==> config.mk <==
export PLATFORM = sky130hd
export DESIGN_NAME = mp_seq_adder
export DESIGN_NICKNAME = d
export VERILOG_FILES = /design/src/rtl/mp_add_pkg.sv /design/src/rtl/csk_word_add.sv /design/src/rtl/mp_seq_adder.sv
export SDC_FILE = /design/constraint.sdc
export NUM_CORES = 1
export LEC_CHECK = 0
export BUFFER_PORTS_ARGS = -buffer_cell sky130_fd_sc_hd__buf_2
export CELL_PAD_IN_SITES_DETAIL_PLACEMENT = 0
export CELL_PAD_IN_SITES_GLOBAL_PLACEMENT = 2
export CORE_ASPECT_RATIO = 0.8
export CORE_MARGIN = 2
export CORE_UTILIZATION = 34
export CTS_BUF_LIST = sky130_fd_sc_hd__clkbuf_2 sky130_fd_sc_hd__clkbuf_4 sky130_fd_sc_hd__clkbuf_8
export DETAILED_ROUTE_END_ITERATION = 10
export PLACE_DENSITY = 0.86
export SKIP_LAST_GASP = 1
export SLEW_MARGIN = 40
export SYNTH_ARGS = -nofsm -noshare
export SYNTH_HDL_FRONTEND = slang
export SYNTH_SLANG_ARGS = --single-unit
export TNS_END_PERCENT = 10
==> constraint.sdc <==
create_clock -name clk -period 25.6 [get_ports clk]
set_input_delay 2.56 -clock clk [delete_from_list [all_inputs] [get_ports clk]]
set_output_delay 2.56 -clock clk [all_outputs]
set_load 0.005 [all_outputs]
==> src/rtl/mp_add_pkg.sv <==
// -----------------------------------------------------------------------------
// mp_add_pkg
// Shared definitions for the multi-precision sequential adder:
//   WORD_W      - datapath word width (fixed to match the carry-skip core)
//   state_t     - control FSM states
//   signed_ovf  - signed overflow from the carries into and out of the MSB
// -----------------------------------------------------------------------------
package mp_add_pkg;

   localparam int WORD_W = 16;

   typedef enum logic {
      ST_IDLE = 1'b0,   // waiting for the first (least-significant) word
      ST_RUN  = 1'b1    // mid-operand, carry chained through carry_reg
   } state_t;

   // Two's-complement overflow: the carry into the sign bit differs from
   // the carry out of it.
   function automatic logic signed_ovf(input logic c15, input logic c16);
      return c15 ^ c16;
   endfunction

endpackage

==> src/rtl/csk_word_add.sv <==
// -----------------------------------------------------------------------------
// csk_word_add
// Combinational WORD_W-bit carry-skip adder built from 4-bit blocks. Each block
// ripples internally; when every bit of a block propagates, the block's
// carry-in is forwarded directly to the next block.
// Ports:
//   a, b  in  WORD_W  addends
//   cin   in  1       carry into bit 0
//   sum   out WORD_W  a + b + cin (modulo 2^WORD_W)
//   c15   out 1       carry into the MSB (for signed overflow)
//   c16   out 1       carry out of the MSB
// -----------------------------------------------------------------------------
module csk_word_add
   import mp_add_pkg::*;
(
   input  logic [WORD_W-1:0] a,
   input  logic [WORD_W-1:0] b,
   input  logic              cin,
   output logic [WORD_W-1:0] sum,
   output logic              c15,
   output logic              c16
);

   localparam int BLK_W = 4;
   localparam int N_BLK = WORD_W / BLK_W;

   logic [WORD_W-1:0] prop;
   logic [WORD_W-1:0] gen;
   logic [N_BLK-1:0]  grp_prop;
   logic [WORD_W-1:0] bit_cin;

   genvar gi;
   generate
      for (gi = 0; gi < N_BLK; gi++) begin : g_blk
         assign prop[gi*BLK_W +: BLK_W] = a[gi*BLK_W +: BLK_W] ^ b[gi*BLK_W +: BLK_W];
         assign gen[gi*BLK_W +: BLK_W]  = a[gi*BLK_W +: BLK_W] & b[gi*BLK_W +: BLK_W];
         assign grp_prop[gi]            = &prop[gi*BLK_W +: BLK_W];
      end
   endgenerate

   // Block carries are computed sequentially in one process so the skip
   // path and the intra-block ripple stay a single combinational chain.
   always_comb begin
      logic blk_c;
      logic rip;
      bit_cin = '0;
      c16     = 1'b0;
      blk_c   = cin;
      rip     = cin;
      for (int bi = 0; bi < N_BLK; bi++) begin
         rip = blk_c;
         for (int k = 0; k < BLK_W; k++) begin
            bit_cin[bi*BLK_W + k] = rip;
            rip = gen[bi*BLK_W + k] | (prop[bi*BLK_W + k] & rip);
         end
         // Skip: a fully propagating block passes its carry-in straight on.
         blk_c = grp_prop[bi] ? blk_c : rip;
      end
      c16 = blk_c;
   end

   assign sum = prop ^ bit_cin;
   assign c15 = bit_cin[WORD_W-1];

endmodule

==> src/rtl/mp_seq_adder.sv <==
// -----------------------------------------------------------------------------
// mp_seq_adder
// Multi-precision sequential adder/subtractor. Wide operands arrive as a
// stream of 16-bit word pairs, least-significant word first; one registered
// sum word leaves per accepted pair, with the carry chained across cycles.
// Ports:
//   clk, rst            clock, synchronous active-high reset
//   in_valid/in_ready   input handshake
//   in_a, in_b          operand words
//   in_last             word is the operand MSW
//   in_sub, in_cin      mode and carry-in, sampled on the first word only
//   out_valid/out_ready output handshake
//   out_sum             result word
//   out_last            result word is the MSW
//   out_carry, out_ovf  final carry-out / signed overflow (MSW only)
//   out_err             operand was cut off at MAX_WORDS (MSW only)
//   busy                mid-operand
// -----------------------------------------------------------------------------
module mp_seq_adder
   import mp_add_pkg::*;
#(
   parameter int MAX_WORDS = 8
)(
   input  logic              clk,
   input  logic              rst,
   input  logic              in_valid,
   output logic              in_ready,
   input  logic [WORD_W-1:0] in_a,
   input  logic [WORD_W-1:0] in_b,
   input  logic              in_last,
   input  logic              in_sub,
   input  logic              in_cin,
   output logic              out_valid,
   input  logic              out_ready,
   output logic [WORD_W-1:0] out_sum,
   output logic              out_last,
   output logic              out_carry,
   output logic              out_ovf,
   output logic              out_err,
   output logic              busy
);

   localparam int CNT_W = $clog2(MAX_WORDS) + 1;

   state_t            state_reg;
   logic              carry_reg;
   logic              sub_reg;
   logic [CNT_W-1:0]  word_cnt_reg;

   logic              out_valid_reg;
   logic [WORD_W-1:0] out_sum_reg;
   logic              out_last_reg;
   logic              out_carry_reg;
   logic              out_ovf_reg;
   logic              out_err_reg;

   logic              xfer;
   logic              first_word;
   logic              sub_eff;
   logic [WORD_W-1:0] b_eff;
   logic              add_cin;
   logic [WORD_W-1:0] sum_w;
   logic              c15_w;
   logic              c16_w;
   logic [CNT_W-1:0]  word_cnt_next;
   logic              forced_end;
   logic              word_last;

   // Single-entry output register: a new word may enter in the same cycle
   // the held one drains.
   assign in_ready   = !out_valid_reg || out_ready;
   assign xfer       = in_valid && in_ready;

   assign first_word = (state_reg == ST_IDLE);
   assign sub_eff    = first_word ? in_sub : sub_reg;
   assign b_eff      = sub_eff ? ~in_b : in_b;
   // Subtraction is A + ~B + 1; the +1 enters as the first word's carry-in.
   assign add_cin    = first_word ? (in_sub ? 1'b1 : in_cin) : carry_reg;

   assign word_cnt_next = first_word ? CNT_W'(1) : word_cnt_reg + CNT_W'(1);
   assign forced_end    = (word_cnt_next == CNT_W'(MAX_WORDS)) && !in_last;
   assign word_last     = in_last || forced_end;

   csk_word_add u_csk (
      .a   (in_a),
      .b   (b_eff),
      .cin (add_cin),
      .sum (sum_w),
      .c15 (c15_w),
      .c16 (c16_w)
   );

   always_ff @(posedge clk) begin
      if (rst) begin
         state_reg     <= ST_IDLE;
         carry_reg     <= 1'b0;
         sub_reg       <= 1'b0;
         word_cnt_reg  <= '0;
         out_valid_reg <= 1'b0;
         out_sum_reg   <= '0;
         out_last_reg  <= 1'b0;
         out_carry_reg <= 1'b0;
         out_ovf_reg   <= 1'b0;
         out_err_reg   <= 1'b0;
      end else begin
         if (out_valid_reg && out_ready) begin
            out_valid_reg <= 1'b0;
         end
         if (xfer) begin
            out_valid_reg <= 1'b1;
            out_sum_reg   <= sum_w;
            out_last_reg  <= word_last;
            out_carry_reg <= word_last ? c16_w : 1'b0;
            out_ovf_reg   <= word_last ? signed_ovf(c15_w, c16_w) : 1'b0;
            out_err_reg   <= forced_end;
            word_cnt_reg  <= word_cnt_next;
            if (first_word) begin
               sub_reg <= in_sub;
            end
            if (word_last) begin
               state_reg <= ST_IDLE;
               carry_reg <= 1'b0;
            end else begin
               state_reg <= ST_RUN;
               carry_reg <= c16_w;
            end
         end
      end
   end

   assign out_valid = out_valid_reg;
   assign out_sum   = out_sum_reg;
   assign out_last  = out_last_reg;
   assign out_carry = out_carry_reg;
   assign out_ovf   = out_ovf_reg;
   assign out_err   = out_err_reg;
   assign busy      = (state_reg == ST_RUN);

endmodule

==> results.tsv <==
metric	value	unit
status	complete, no violations	
ys_top_cells_by_area	dfxtp_1 27%, fa_1 16%, ha_1 10%	
clk_pin_slew	0.10	ns
holdPathStages	2	
worst_setup_path_start_kind	primary input	
synth.top_cell.area_share	27.40	%
gp_congestion	0.7847	
clkLatencyLatePin	0.27	ns
power_density	52.34	nW/µm²
arrival	11.15	ns
synth_area_per_cell	9.299	µm²
synth_edf_count	0	
portBuffers	61	
hold_end	carry_reg	
grt_pass1_vias	1603	
p_leak	1.198	nW
synthArstFlopShare	0	%
dp_hpwl	3.480	mm
final.min_clock_period	10.93	ns
chipWidth	90.73	µm
fmax	91.46	MHz
r2r-end	out_ovf	
largest_reg_flops	16	
syn-num-nets	292	
multi_input_area	1301	µm²
cts_resized	0	
tightest_slew	0.5700	ns
regArea	560.5	µm²
path_buf_inv	3	
synth.distinct_cells	42	
grt_pass1_wl	7.431	mm
mostFrequentLayoutCells	61 x buf_2, 34 x inv_1, 28 x dfxtp_1	
drt_iter0_markers	70	
routed_wl	4.329	mm
worstPathRequired	25.82	ns
max_stage_delay	0.50	ns
final_area	2482	µm²
mostFrequentLayoutCell	buf_2	
grt_overflow	0	
core-area	5849	µm²
path_delay_family	adder cells	
min_period_over_period	42.71	%
cts_tree	built	
skew	0.001407	ns
min-delay-start	carry_reg	
avgRoutedWirePerCell	12.13	µm
syn-instance-count	220	
cpMostUsedCell	fa_1	
nNetsFinal	349	
rows	25	
drc	0	
diodes	0	
cts.htree.levels	1	
initial_utilization	34.97	%
fillers	609	
ff2ff_setup_slack	16.33	ns
crit_type	primary input to flip-flop	
grt_usage	13.86	%
worstHoldPathType	flip-flop to flip-flop	
drive_gt1_share	27.90	%
placed_cell_area	2411	µm²
timing.setup.tns	0	ns
ys.warnings.count	0	
cp_slowest_cell	or4b_1	
yosysSeqAreaShare	27.40	%
slew_viol_final	0	
reg2regPathDepth	28	
vias	1564	
rsz0062_at_grt	false	
grt_max_degree	41	
ir_worst_vdd	0.01613	mV
drv_cap	0	
syn_area	2046	µm²
postCtsSetupRepairBufs	0	
cts.sinks	28	
dieArea	6657	µm²
slew_headroom	62.00	%
end_kind	flip-flop	
die_y	73.38	µm
ys.flop_type	dfxtp_1	
hold_buffers	0	
path_max_fanout	17	
synth_top_cell_by_area	dfxtp_1	
area_growth	21.35	%
numCtsBuffers	3	
vias_per_cell	4.381	
root_buffer	clkbuf_8	
ys_ff_latch	28	
r2r_start	busy	
pin_count	62	
ctsLongestPathBuffers	2	
hold_violations	0	
first_pass_iters	4	
antenna_found_initial	0	
finalSetupViolCount	0	
postRouteAntennaNets	0	
cell usage after synthesis, types with 2 or more instances:
library cell,instances
buf_6,2
a21oi_1,9
o21ai_0,2
clkbuf_1,8
fa_1,16
nand3_1,2
nor2_1,22
nand4_1,4
inv_1,34
dfxtp_1,28
o211ai_1,2
ha_1,17
nand2_1,11
xnor2_1,16
nand2b_1,2
nor3b_1,2
a211oi_1,18
area by class of cell:
cell class | instances | area share, %
inverter | 34 | 5.141
clock buffer | 3 | 1.663
sequential | 28 | 22.58
multi-input combinational | 147 | 52.42
timing repair buffer | 63 | 12.90
clock inverter | 1 | 1.210
tap | 81 | 4.083
how the worst max path moves through the flow:
stage                 to  cells past startpoint    from
3_5_place_dp     out_ovf                     29  in_sub
3_3_place_gp     out_ovf                     29  in_sub
5_1_grt        out_carry                     30  in_sub
6_report         out_ovf                     29  in_sub
4_1_cts          out_ovf                     29  in_sub
2_1_floorplan    out_ovf                     28  in_sub
layer usage:
layer | global-route usage (%) | routed length (µm) | up-vias
met3 | 2.462 | 215 | 2
met2 | 21.97 | 1760 | 39
met5 | 0 | 0 | -
met1 | 19.89 | 2327 | 697
li1 | - | - | 826
met4 | 3.077 | 25 | 0
tightest hold or removal path, stage by stage, from the launching register on:
cell,delay [ns]
dfxtp_1,0.32
nand2_1,0.05
a21oi_1,0.05
stage by stage:
stage / power (mW) / hold slack [ns] / cells / utilization (%) / setup WS, ns
2_1_floorplan: 0.08123 / 0.4321 / 220 / - / 14.63
6_report: 0.1299 / 0.4596 / 357 / 42.44 / 14.67
3_3_place_gp: 0.09629 / 0.4448 / 353 / 41.22 / 14.52
3_5_place_dp: 0.09700 / 0.4483 / 353 / 41.22 / 14.35
4_1_cts: 0.1325 / 0.4633 / 357 / 42.44 / 14.63
5_1_grt: 0.1419 / 0.4997 / 357 / 42.44 / 14.25
power by group:
part | switching (mW) | leakage [nW] | internal, mW
logic | 0.0238 | 0.931 | 0.0208
registers | 0.00251 | 0.231 | 0.0478
clock network | 0.0141 | 0.0357 | 0.0209
total | 0.0404 | 1.20 | 0.0895
logic make-up (layout without fill, tap and decap cells):
family,Yosys count,count (layout),synth area share (%)
adder cells (fa/ha/maj),33,33,26.05
multiplexers,2,2,1.773
AND/OR/NAND/NOR,54,54,13.52
XOR/XNOR,17,17,7.278
buffers and inverters,45,101,8.991
flip-flops,28,28,27.40
AO/OA/AOI/OAI,41,41,14.99
No activity file was read; power rests on OpenSTA's default activity.
